===== config.mk =====
export PLATFORM = sky130hd
export DESIGN_NAME = if_fetch
export DESIGN_NICKNAME = d
export VERILOG_FILES = /design/src/rtl/if_fetch.sv
export SDC_FILE = /design/constraint.sdc
export NUM_CORES = 1
export LEC_CHECK = 0
export ABC_CLOCK_PERIOD_IN_PS = 6100
export CAP_MARGIN = 10
export CORE_MARGIN = 4
export CORE_UTILIZATION = 40
export CTS_CLUSTER_DIAMETER = 150
export CTS_CLUSTER_SIZE = 25
export DETAILED_ROUTE_END_ITERATION = 10
export GPL_TIMING_DRIVEN = 0
export PLACE_DENSITY = 0.56
export SKIP_CTS_REPAIR_TIMING = 1
export SYNTH_ARGS = -nofsm -noshare
export SYNTH_HDL_FRONTEND = slang
export SYNTH_SLANG_ARGS = --single-unit

===== constraint.sdc =====
create_clock -name clk -period 6.1 [get_ports clk]
set_input_delay 0.915 -clock clk [delete_from_list [all_inputs] [get_ports clk]]
set_output_delay 0.915 -clock clk [all_outputs]
set_load 0.01 [all_outputs]

===== src/rtl/if_fetch.sv =====
// Instruction-fetch stage: PC, in-order imem request tracking, and the
// registered instruction FIFO that feeds the IF/ID register.
module if_fetch #(
  parameter logic [31:0] RESET_PC = 32'h0000_0000,
  parameter int unsigned DEPTH    = 4
) (
  input  logic        clk,
  input  logic        rst,
  input  logic        jmp,
  input  logic [31:0] jmp_addr,
  input  logic        if_id_stall,
  output logic        imem_req,
  output logic [31:0] imem_addr,
  input  logic        imem_gnt,
  input  logic        imem_rvalid,
  input  logic [31:0] imem_rdata,
  output logic [31:0] inst_addr_to_if_id,
  output logic [31:0] inst_to_if_id,
  output logic        inst_valid
);

  localparam int unsigned AW    = $clog2(DEPTH);
  localparam int unsigned CW    = $clog2(DEPTH + 1);
  localparam logic [31:0] NOP   = 32'h0000_0013;
  localparam logic [CW:0] LIMIT = (CW+1)'(DEPTH);

  logic [31:0]   fetch_pc;
  logic [31:0]   jmp_target;

  // In-flight tracker; killed entries are always the oldest, so a count suffices
  logic [31:0]   trk_addr [DEPTH];
  logic [AW-1:0] trk_wr;
  logic [AW-1:0] trk_rd;
  logic [CW-1:0] inflight;
  logic [CW-1:0] kill_cnt;

  logic [31:0]   out_addr [DEPTH];
  logic [31:0]   out_inst [DEPTH];
  logic [AW-1:0] out_wr;
  logic [AW-1:0] out_rd;
  logic [CW-1:0] out_count;

  logic [CW:0]   occupancy;
  logic          accept;
  logic          resp;
  logic          push;
  logic          pop;

  assign jmp_target = jmp_addr & ~32'h0000_0003;
  assign occupancy  = {1'b0, inflight} + {1'b0, out_count};

  assign imem_req   = !rst && !jmp && (occupancy < LIMIT);
  assign imem_addr  = fetch_pc;

  assign accept     = imem_req && imem_gnt;
  assign resp       = imem_rvalid && (inflight != '0);
  assign push       = resp && (kill_cnt == '0) && !jmp;
  assign inst_valid = (out_count != '0);
  assign pop        = inst_valid && !if_id_stall && !jmp;

  assign inst_addr_to_if_id = inst_valid ? out_addr[out_rd] : 32'h0000_0000;
  assign inst_to_if_id      = inst_valid ? out_inst[out_rd] : NOP;

  // Control state: PC, pointers and occupancy counters
  always_ff @(posedge clk or posedge rst) begin
    if (rst) begin
      fetch_pc  <= RESET_PC;
      trk_wr    <= '0;
      trk_rd    <= '0;
      inflight  <= '0;
      kill_cnt  <= '0;
      out_wr    <= '0;
      out_rd    <= '0;
      out_count <= '0;
    end else begin
      if (jmp) begin
        fetch_pc <= jmp_target;
      end else if (accept) begin
        fetch_pc <= fetch_pc + 32'd4;
      end

      if (accept) trk_wr <= trk_wr + AW'(1);
      if (resp)   trk_rd <= trk_rd + AW'(1);
      inflight <= inflight + CW'(accept) - CW'(resp);

      // Everything still outstanding after a redirect is stale
      if (jmp) begin
        kill_cnt <= inflight - CW'(resp);
      end else if (resp && (kill_cnt != '0)) begin
        kill_cnt <= kill_cnt - CW'(1);
      end

      if (jmp) begin
        out_wr    <= '0;
        out_rd    <= '0;
        out_count <= '0;
      end else begin
        if (push) out_wr <= out_wr + AW'(1);
        if (pop)  out_rd <= out_rd + AW'(1);
        out_count <= out_count + CW'(push) - CW'(pop);
      end
    end
  end

  // Payload storage needs no reset; validity lives in the counters
  always_ff @(posedge clk) begin
    if (accept) trk_addr[trk_wr] <= fetch_pc;
    if (push) begin
      out_addr[out_wr] <= trk_addr[trk_rd];
      out_inst[out_wr] <= imem_rdata;
    end
  end

endmodule


==> flow_metrics.py, run 1 <==
metrics = {
    "status": {
        "status": "finished, final reports clean",
    },
    "die": {
        "ios": 168,
        "initial_core_util": 0.4081,
        "fp.dieH_um": 212.8,
        "die_w_um": 212.8,
        "dieArea_um2": 45280,
        "rows": 74,
        "core_um2": 41110,
    },
    "route": {
        "viasPerCell": 5.317,
        "vias": 8710,
        "first_pass_iters": 5,
        "drt_iter0_drc": 660,
        "antenna_left": 0,
        "drc": 0,
        "wirelength_mm": 36.05,
        "wl_per_cell_um": 22.01,
    },
    "min_path": {
        "hp-class": "reg -> reg",
        "hold_depth": 1,
    },
    "yosys": {
        "async_flop_share": 0.1133,
        "synth_top_area_frac": 0.6587,
        "synthesis.area_um2": 16780,
        "synth.distinct_cells": 48,
        "syn_avg_cell_area_um2": 18.62,
        "synthTopCellsByArea": "edfxtp_1 66%, mux4_2 12%, dfrtp_1 7.0%",
        "synth_ff_type": "edfxtp_1",
        "ys_seq_area_frac": 0.7288,
        "synth_top_area_cell": "edfxtp_1",
        "yosysWarnings": 0,
        "ys_ff_latch": 415,
        "synth-edff-count": 368,
        "synth_cells": 901,
    },
    "final_layout": {
        "syn_to_final_growth_pct": 18.02,
        "nets": 1183,
        "drive_gt1_frac": 0.1410,
        "fill_cells": 3507,
        "regArea_um2": 12230,
        "final_cells": 1638,
        "multi_input_area_um2": 4237,
        "insertedDiodeCount": 0,
    },
    "place": {
        "post-place-ws_ns": 2.031,
        "dp_hpwl_mm": 23.57,
        "post-place-cells": 1602,
        "numPortBuffers": 161,
        "place_congestion": 0.8606,
    },
    "setup_path": {
        "path_max_fanout": 10,
        "r2r_cells": 13,
        "endpoint_kind": "primary output",
        "crit_required_ns": 5.18,
        "cpPeakStageDelay_ns": 0.62,
        "crit_type": "reg -> out",
        "crit_buf_inv": 3,
        "crit_arrival_ns": 3.30,
        "path_cells": "nor3_1, clkbuf_1, clkbuf_1, nor2b_1, clkdlybuf4s50_1",
        "crit_slowest_cell": "clkbuf_1",
        "crit_path_frequent_cell": "clkbuf_1",
        "cp_num_cells": 5,
        "path_delay_family": "buffers and inverters",
        "critPathLaunchType": "register",
    },
    "sta": {
        "hold_violations": 0,
        "final_max_slew_viol_count": 0,
        "finalCritPeriodShare": 0.6916,
        "rsz0062_at_grt": "false",
        "min_period_ns": 4.219,
        "relSlewSlack": 0.4013,
        "setup_slack_ns": 1.881,
        "fmaxAchievable_mhz": 237.0,
        "finalSetupTns_ns": 0,
        "skew_ns": 0.01958,
        "worst_pin_slew_ns": 0.8980,
        "setup_viol": 0,
    },
    "clock_network": {
        "htree_levels": 1,
        "clk_pin_slew_ns": 0.10,
        "cts_tree": "yes",
        "clk-insertion-delay-late_ns": 0.54,
        "cts.sinks": 415,
        "root_buffer": "clkbuf_16",
        "cts_buffers": 20,
        "cts_buffer_depth": 3,
    },
    "run": {
        "drv_cap": 0,
    },
    "global_route": {
        "grt_remaining_overflow": 0,
        "track_usage": 0.1603,
        "grt_pass1_vias": 9117,
        "antenna_found_initial": 0,
        "grt_max_degree": 48,
        "grt_first_pass_wirelength_mm": 55.64,
    },
    "pwr": {
        "powerDensity_nw_per_um2": 365.5,
        "peakVddDrop_v": 0.0001716,
        "leakage_nw": 6.343,
    },
}
==> path summary, 6_finish.rpt <==
check	start	end	slack, ns
max in group asynchronous	rst	out_rd[0]	4.84
hold / removal	inflight[0]	inflight[0]	0.59
hold reg to reg	inflight[0]	inflight[0]	0.59
setup / recovery	out_count[1]	inst_to_if_id[13]	1.88
setup reg to reg	inflight[1]	inflight[2]	2.88
min in group asynchronous	rst	imem_addr[3]	0.75
==> sequential cells by signal, indices dropped and copies added (netlist names) <==
register,flops
inflight,3
imem_addr,30
trk_rd,2
trk_addr,120
kill_cnt,3
out_addr,120
out_wr,2
out_inst,128
trk_wr,2
out_count,3
out_rd,2
==> cell families after synthesis <==
family,share of synthesized area
XOR/XNOR,0.006265
AO/OA/AOI/OAI,0.02565
flip-flops,0.7288
other,0.0002235
buffers and inverters,0.02028
multiplexers,0.1273
adder cells (fa/ha/maj),0.01656
AND/OR/NAND/NOR,0.07495
==> metal layers <==
metal / vias to the layer above / GRT usage / part of all wire / wire length, um
met5: - / 0 / 0 / 0
met4: 0 / 0.02888 / 0.014 / 499
met3: 36 / 0.02292 / 0.048 / 1726
met2: 234 / 0.2661 / 0.49 / 17570
met1: 4477 / 0.2317 / 0.45 / 16260
li1: 3963 / - / - / -
==> stage by stage <==
step | utilization | hold WS, ns | power, mW | area [um2]
floorplan | - | 0.5245 | 4.833 | 16790
global placement | 0.4638 | 0.5693 | 5.849 | 19070
detailed placement | 0.4673 | 0.5732 | 5.871 | 19210
CTS | 0.4816 | 0.5980 | 7.376 | 19800
global route | 0.4816 | 0.6114 | 7.657 | 19800
finish | 0.4816 | 0.5895 | 7.238 | 19800
==> where the power goes <==
| group | leakage [nW] | switching, mW | internal [mW] |
|---|---|---|---|
| clock network | 0.281 | 0.849 | 0.657 |
| logic | 2.17 | 1.11 | 1.09 |
| registers | 3.90 | 0.140 | 3.40 |
| total | 6.34 | 2.10 | 5.14 |
==> cell usage in the layout (no fill, tap or decap), drive strengths merged, types with 19 or more instances in the layout <==
cell	synthesis	layout
inv	27	28
nand4	26	26
nand3	19	19
clkdlybuf4s50	0	161
buf	25	30
mux4	92	92
nand2	29	29
nor2b	63	63
clkbuf	28	63
edfxtp	368	368
dfrtp	47	47
ha	19	19
==> final cells by class <==
class | instances | area share
tap | 532 | 0.03362
multi-input combinational | 409 | 0.2140
timing repair buffer | 166 | 0.08796
sequential | 415 | 0.6175
inverter | 27 | 0.005118
clock buffer | 35 | 0.02919
clock inverter | 1 | 0.0005687
buffer | 53 | 0.01207
==> cell usage after synthesis (2+ instances only) <==
cell type / n
a21o_1: 8
a21oi_1: 5
a221o_1: 10
a22oi_1: 4
and2_1: 10
and3_1: 5
and4_1: 6
buf_1: 5
buf_2: 15
buf_4: 5
clkbuf_1: 26
clkbuf_2: 2
dfrtp_1: 47
edfxtp_1: 368
fa_1: 2
ha_1: 19
inv_1: 26
mux2_1: 3
mux2i_1: 3
mux4_2: 92
nand2_1: 29
nand2b_1: 6
nand3_1: 19
nand4_1: 25
nor2_1: 11
nor2b_1: 63
nor3_1: 15
nor3b_1: 2
nor4_1: 6
o211ai_1: 11
o21ai_0: 9
o21bai_1: 4
o31ai_1: 3
o41ai_1: 2
or2_2: 3
or3_1: 2
or4_1: 9
xnor2_1: 9
xor2_1: 3
(Power assumes the default switching activity.)
==> run 2, diff against run 1 <==
Settings changed: ABC_CLOCK_PERIOD_IN_PS 6100 to 3550, PLACE_DENSITY 0.56 to 0.59.
Clock period 6.1 ns to 3.55 ns, I/O delays scaled along.
==> run 2 against run 1 <==
Compared with the run above:
- clock skew hardly changed
- critical endpoint is now inst_addr_to_if_id[29]
- worst setup slack got worse by 1.8 ns
- critical path depth unchanged
==> flow_metrics.py, run 2 (synthesized netlist as in run 1, its figures left out) <==
metrics = {
    "sta": {
        "rsz0062_at_grt": "true",
        "skew_ns": 0.01931,
        "fin_hold_ws_ns": 0.3057,
        "final_max_slew_viol_count": 0,
        "setup_viol": 0,
        "finalCritPeriodShare": 0.9795,
        "worst_pin_slew_ns": 0.9107,
        "relSlewSlack": 0.3877,
        "fmaxAchievable_mhz": 287.6,
        "hold_violations": 0,
        "min_period_ns": 3.477,
    },
    "pwr": {
        "switching_share": 0.2906,
        "power.share.clock": 0.207,
        "seq_power_share": 0.488,
        "internal_power_mw": 8.857,
        "leakage_nw": 6.361,
        "combPwrFrac": 0.306,
        "powerDensity_nw_per_um2": 630.1,
        "p_switching_mw": 3.629,
        "peakVddDrop_v": 0.0002810,
    },
    "route": {
        "antenna_left": 0,
        "wirelength_mm": 35.87,
        "drt_iter0_drc": 649,
        "drc": 0,
        "first_pass_iters": 5,
        "viasPerCell": 5.328,
        "wl_per_cell_um": 21.90,
        "vias": 8727,
    },
    "setup_path": {
        "r2r-start": "out_count[1]",
        "path_max_fanout": 10,
        "crit_path_frequent_cell": "clkbuf_1",
        "critPathLaunchType": "register",
        "crit_arrival_ns": 2.94,
        "crit_required_ns": 3.02,
        "crit_buf_inv": 3,
        "cp_num_cells": 5,
        "startpoint": "out_rd[1]",
        "cpPeakStageDelay_ns": 0.58,
        "rr_endpoint": "inflight[2]",
        "crit_type": "reg -> out",
        "rrSetupSlack_ns": 0.29,
        "r2r_cells": 13,
        "crit_slowest_cell": "clkdlybuf4s50_1",
        "path_cells": "clkbuf_1, clkbuf_1, mux4_2, nor2b_1, clkdlybuf4s50_1",
        "endpoint_kind": "primary output",
        "path_delay_family": "buffers and inverters",
    },
    "die": {
        "initial_core_util": 0.4081,
        "die_w_um": 212.8,
        "fp.dieH_um": 212.8,
        "rows": 74,
        "core_um2": 41110,
        "dieArea_um2": 45280,
        "ios": 168,
    },
    "final_layout": {
        "drive_gt1_frac": 0.1474,
        "largest_reg_flops": 128,
        "fill_cells": 3438,
        "final_util": 0.4820,
        "final_common_cell": "edfxtp_1",
        "largest-register": "out_inst",
        "mostFrequentLayoutCells": "368 x edfxtp_1, 161 x clkdlybuf4s50_1, 92 x mux4_2",
        "syn_to_final_growth_pct": 18.11,
        "insertedDiodeCount": 0,
        "top_regs": "out_inst: 128 flops, out_addr: 120 flops, trk_addr: 120 flops",
        "nets": 1183,
    },
    "place": {
        "dp_hpwl_mm": 23.50,
        "place_congestion": 0.8714,
        "numPortBuffers": 161,
    },
    "clock_network": {
        "cts_tree": "yes",
        "clk-insertion-delay-late_ns": 0.53,
        "htree_levels": 1,
        "root_buffer": "clkbuf_16",
        "cts_buffer_depth": 3,
        "cts.sinks": 415,
        "clk_pin_slew_ns": 0.10,
        "cts_buffers": 20,
    },
    "status": {
        "status": "finished, final reports clean",
    },
    "global_route": {
        "antenna_found_initial": 0,
        "grt_first_pass_wirelength_mm": 55.52,
        "track_usage": 0.1585,
        "grt_pass1_vias": 9121,
        "grt_remaining_overflow": 0,
        "grt_max_degree": 53,
    },
    "run": {
        "drv_cap": 0,
    },
    "min_path": {
        "hp-class": "in -> async",
    },
}
==> run 2: cell types whose count changed in the layout (fill, tap and decap cells not counted) <==
cell      before  now
clkbuf_4       0    2
buf_1          5    3
nor3_4         0    1
buf_12         1    2
buf_2         15   13
clkbuf_2       2    8
clkbuf_1      40   36
buf_16         4    3
nor3_1        15   14
==> run 2: through the flow <==
step	cells	setup slack [ns]	cell area (um2)	total power [mW]	TNS, ns
after floorplan	904	0.5752	16790	8.304	0
after global placement	1597	-1.653	19070	10.03	-471.66
after detailed placement	1602	-0.1401	19200	10.09	-1.980
after CTS	1638	-0.7514	19790	12.65	-26.10
after global routing	1638	-0.1565	19820	13.19	-3.115
final	1638	0.07290	19820	12.49	0
==> run 2: power groups by stage <==
stage	Clock, mW	Sequential (mW)	Combinational [mW]
after global routing	2.87	6.13	4.19
after global placement	0	6.20	3.84
final	2.58	6.09	3.81
after detailed placement	0	6.19	3.89
after floorplan	0	6.12	2.18
after CTS	2.67	6.08	3.90
==> run 2: cell type report <==
class,count,area (um2),area share
multi-input cells,409,4248,0.2144
well taps,532,665.6,0.03359
clock buffers,35,578.1,0.02917
clock inverters,1,11.26,0.0005683
plain buffers,53,251.5,0.01269
repair buffers,166,1734,0.08751
flip-flops and latches,415,12230,0.6170
inverters,27,101.3,0.005114
==> run 2: worst max path at each step <==
stage               slack (ns)                endpoint
floorplan                 0.58         out_addr[1][10]
global placement         -1.65         out_addr[0][16]
detailed placement       -0.14  inst_addr_to_if_id[25]
CTS                      -0.75  inst_addr_to_if_id[25]
global route             -0.16        inst_to_if_id[2]
finish                    0.07  inst_addr_to_if_id[29]
==> run 2: worst register-to-register path, cell delays in order, from the launching register on <==
cell      delay [ns]
dfrtp_1         0.49
ha_1            0.32
nand3_1         0.13
and4_1          0.24
buf_4           0.17
inv_2           0.07
buf_2           0.21
clkbuf_1        0.48
ha_1            0.33
inv_1           0.06
ha_1            0.12
inv_1           0.05
fa_1            0.37
xnor2_1         0.13
==> run 2: layer usage <==
| layer | share of wire | GRT usage |
|---|---|---|
| met2 | 0.47 | 0.2553 |
| met1 | 0.47 | 0.2393 |
| met3 | 0.048 | 0.02101 |
| met4 | 0.011 | 0.02421 |
| met5 | 0 | 0 |
==> run 3, diff against run 2 <==
Settings changed: SKIP_CTS_REPAIR_TIMING 1 to not set.
==> run 3 against run 2 <==
Compared with the run above:
- non-clock buffer count stayed put
- register-to-register slack hardly changed
- largest cell class unchanged
- combinational power hardly changed
- critical path depth stayed put
- final cell count stayed put
- cell area hardly changed
==> flow_metrics.py, run 3 (synthesized netlist as in run 1, its figures left out) <==
metrics = {
    "setup_path": {
        "critPathLaunchType": "register",
        "path_delay_family": "buffers and inverters",
        "r2r_cells": 13,
        "startpoint": "out_count[1]",
        "path_cells": "nor3_4, clkbuf_2, clkbuf_1, nor2b_1, clkdlybuf4s50_1",
        "crit_required_ns": 3.02,
        "path_max_fanout": 10,
        "cpPeakStageDelay_ns": 0.50,
        "crit_arrival_ns": 2.82,
        "r2r-start": "out_count[1]",
        "crit_buf_inv": 3,
        "cp_num_cells": 5,
        "crit_slowest_cell": "clkdlybuf4s50_1",
        "endpoint_kind": "primary output",
        "crit_type": "reg -> out",
    },
    "pwr": {
        "powerDensity_nw_per_um2": 629.6,
        "finalPower_mw": 12.48,
        "combPwrFrac": 0.306,
        "leakage_nw": 6.373,
        "switching_share": 0.2901,
        "internal_power_mw": 8.863,
        "power.share.clock": 0.206,
        "peakVddDrop_v": 0.0002796,
        "seq_power_share": 0.488,
        "p_switching_mw": 3.621,
    },
    "route": {
        "antenna_left": 0,
        "wl_per_cell_um": 21.85,
        "top_layer_used": "met4",
        "drt_iter0_drc": 655,
        "drc": 0,
        "met1_length_mm": 16.70,
        "vias": 8689,
        "wl_met3_mm": 1.792,
        "first_pass_iters": 5,
        "wirelength_mm": 35.79,
        "wl_met2_mm": 16.89,
        "viasPerCell": 5.305,
    },
    "clock_network": {
        "clk-insertion-delay-late_ns": 0.53,
        "cts.sinks": 415,
        "clk_pin_slew_ns": 0.11,
        "cts_tree": "yes",
        "cts_buffer_depth": 3,
        "root_buffer": "clkbuf_16",
        "htree_levels": 1,
        "cts_buffers": 20,
    },
    "sta": {
        "worst_pin_slew_ns": 0.8842,
        "min_period_ns": 3.353,
        "relSlewSlack": 0.4055,
        "final_max_slew_viol_count": 0,
        "setup_viol": 0,
        "setup_slack_ns": 0.1966,
        "rsz0062_at_grt": "false",
        "fmaxAchievable_mhz": 298.2,
        "skew_ns": 0.02102,
        "finalCritPeriodShare": 0.9446,
        "finalSetupTns_ns": 0,
        "hold_violations": 0,
    },
    "final_layout": {
        "mostFrequentLayoutCells": "368 x edfxtp_1, 161 x clkdlybuf4s50_1, 92 x mux4_2",
        "finalInstanceArea_um2": 19830,
        "nets": 1183,
        "largest_reg_flops": 128,
        "largest-register": "out_inst",
        "final_common_cell": "edfxtp_1",
        "top_regs": "out_inst: 128 flops, out_addr: 120 flops, trk_addr: 120 flops",
        "syn_to_final_growth_pct": 18.18,
        "final_cells": 1638,
        "drive_gt1_frac": 0.1501,
        "insertedDiodeCount": 0,
    },
    "place": {
        "post-place-cells": 1602,
        "place_congestion": 0.8714,
        "dp_hpwl_mm": 23.50,
        "dpl_cell_area_um2": 19200,
        "numPortBuffers": 161,
        "post-place-ws_ns": -0.1401,
    },
    "global_route": {
        "grt_max_degree": 53,
        "antenna_found_initial": 0,
        "track_usage": 0.1586,
        "grt_remaining_overflow": 0,
        "grt_first_pass_wirelength_mm": 55.56,
        "grt_pass1_vias": 9132,
    },
    "die": {
        "core_um2": 41110,
        "rows": 74,
        "dieArea_um2": 45280,
        "ios": 168,
        "initial_core_util": 0.4081,
        "fp.dieH_um": 212.8,
        "die_w_um": 212.8,
    },
    "min_path": {
        "hp-class": "in -> async",
    },
    "run": {
        "drv_cap": 0,
    },
    "status": {
        "status": "finished, final reports clean",
    },
}
## run 3: power groups by stage
| stage | clock (mW) | sequential, mW | combinational [mW] |
|---|---|---|---|
| 2_1_floorplan | 0 | 6.12 | 2.18 |
| 3_3_place_gp | 0 | 6.20 | 3.84 |
| 3_5_place_dp | 0 | 6.19 | 3.89 |
| 4_1_cts | 2.67 | 6.09 | 3.91 |
| 5_1_grt | 2.87 | 6.13 | 4.20 |
| 6_report | 2.57 | 6.09 | 3.82 |
## run 3: path summary, 6_finish.rpt
check                                    end  slack (ns)
min                              inflight[0]        0.31
max in group asynchronous      imem_addr[23]        2.72
min in group clk                imem_addr[3]        0.56
min reg2reg                      inflight[0]        0.58
max reg2reg                      inflight[2]        0.30
max                        inst_to_if_id[12]        0.20
## run 3: what timing repair did
item | 4_1_cts | 5_1_grt
setup buffers | 0 | 0
gates resized for setup | 10 | 8
endpoints found under the setup margin | 64 | 40
hold buffers | 0 | 0
## run 3: routing by layer
metal	vias up	GRT usage
li1	3962	-
met1	4459	0.2394
met2	244	0.2556
met3	24	0.02101
met4	0	0.02421
met5	-	0
## run 3: area by class of cell
cell class                 instances  area [um2]
clock inverter                     1       11.26
inverter                          27       101.3
sequential                       415       12230
timing repair buffer             166        1734
fill                            3445       21280
multi-input combinational        409        4248
tap                              532       665.6
buffer                            53       262.8
clock buffer                      35       578.1
## run 3: metrics by stage
| step | hold slack (ns) | util |
|---|---|---|
| CTS | 0.2918 | 0.4820 |
| detailed placement | 0.5563 | 0.4671 |
| global placement | 0.5546 | 0.4638 |
| floorplan | 0.5245 | - |
| global route | 0.3285 | 0.4823 |
| finish | 0.3117 | 0.4823 |
==> edit (flow settings as in run 2) <==
`DEPTH`: 4 -> 8.
--- a/src/rtl/if_fetch.sv
+++ b/src/rtl/if_fetch.sv
@@ -2,7 +2,7 @@
 // registered instruction FIFO that feeds the IF/ID register.
 module if_fetch #(
   parameter logic [31:0] RESET_PC = 32'h0000_0000,
-  parameter int unsigned DEPTH    = 4
+  parameter int unsigned DEPTH    = 8
 ) (
   input  logic        clk,
   input  logic        rst,
Check against the original RTL: not equivalent (Yosys sat finds a counterexample within 10 cycles, from zero or initial values and one cycle with rst high).
==> edit against run 2 <==
Wire length is 93% higher. Power increased by 86%. Synthesized area up 85%. Core utilization fell by 1.1 points. Worst setup slack improved by 76 ps. Sequential cell count rose by 375. Cell area rose by 84%. Critical path type unchanged. Clock skew rose by 4.7 ps.
==> edit: results (changes against run 2) <==
outcome finished, final reports clean; top cells by count, synth edfxtp_1 (736), mux4_2 (184), nor2_1 (97); Multi-input gate area 0.00740 mm^2 (+74%); CTS Buf Count 37 (+85%); worst vdd ir 0.347 mV (+23%); met3 Use GR 2.34% (+0.24 points); Post-Synth Adder-Cell Area 1.05% (-0.60 points); worst rel slew slack 45.9% (+7.1 points); H-tree depth 2 (+1); area share of xor/xnor cells in the synthesized design 0.450% (-0.18 points); RD Place Congestion 0.802 (-8.0%); Setup crit start out_count[2]; largest cells by area after synthesis edfxtp_1 (71%), mux4_2 (13%), dfrtp_1 (4.3%), mux2i_1 (2.2%), nor2_1 (1.2%); worst r2r src inflight[1]; Sw Share 29.3% (+0.21 points); first-pass GRT wire length 104 mm (+88%); met2 GRT Util 28.2% (+2.6 points); Clk Latency, worst-skew pair 590 ps (+60 ps); flop2flop setup slack 270 ps (-20 ps); crit path max fanout 10 (unchanged); Regs by FF count out_inst x256, out_addr x240, trk_addr x240; register area share after synthesis 75.4% (+2.5 points); post-synthesis mux area share 16.6% (+3.9 points); Reg-to-Reg End trk_addr[5][18]; EDFF count, synth 736 (+100%); Min Hold Slack 391 ps (+85.7 ps); synth unique cells 52 (+8.3%); worst setup path end inst_to_if_id[12]; routed wire length 69.1 mm (+93%); max reg flops 256 (+100%); vias in the first global route 16000 (+75%); Reg2Reg Depth 9 (-4); Final nets 1881 (+59%); Synth Area in Compound Gates 1.56% (-1.0 points); Place WS -910 ps (-770 ps); dpl hpwl 46.5 mm (+98%); Clock Skews 24.0 ps (+4.68 ps); Tot GR Track Use 16.9% (+1.0 points); final non-filler cell total 2840 (+73%); synthesized instance count 1524 (+69%); Synth async-reset ratio 6.84% (-4.5 points); met3 routed WL 3.13 mm (+83%); met1 WL 30.8 mm (+82%); DR WL met2 34.3 mm (+100%); Lkg Pwr 11.4 nW (+79%); largest net degree at the start of global routing 31 (-42%); CP peak stage delay 500 ps (-80 ps); Vias 15200 (+75%); FILL cells 6450 (+88%); final cycle utilization of the critical path 95.8% (-2.1 points); ratio of cells with drive above 1 in the final layout 22.4% (+7.7 points); GR Layer Usage met1 24.3% (+0.42 points); DP Area 0.0351 mm^2 (+83%)
[edit: layout make-up]
type	count	area share [%]
Buffer	78	1.33
Timing Repair Buffer	221	7.27
Inverter	27	0.278
Sequential cell	790	64.4
Tap cell	1040	3.58
Clock buffer	49	2.67
Clock inverter	4	0.0859
Multi-Input combinational cell	631	20.3
[edit: power by group through the flow]
stage / registers (W) / logic, W / clock network [W]
floorplan: 0.0116 / 0.00419 / 0
global placement: 0.0117 / 0.00674 / 0
detailed placement: 0.0117 / 0.00696 / 0
CTS: 0.0115 / 0.00699 / 0.00484
global route: 0.0116 / 0.00757 / 0.00519
finish: 0.0115 / 0.00695 / 0.00470
[edit: how the worst min path moves through the flow]
| stage | from | to | cells past startpoint |
|---|---|---|---|
| after floorplan | inflight[0] | inflight[0] | 1 |
| after global placement | inflight[0] | inflight[0] | 1 |
| final | rst | trk_wr[2] | 2 |
| after CTS | rst | out_count[2] | 2 |
| after detailed placement | inflight[0] | inflight[0] | 1 |
| after global routing | rst | out_count[3] | 2 |
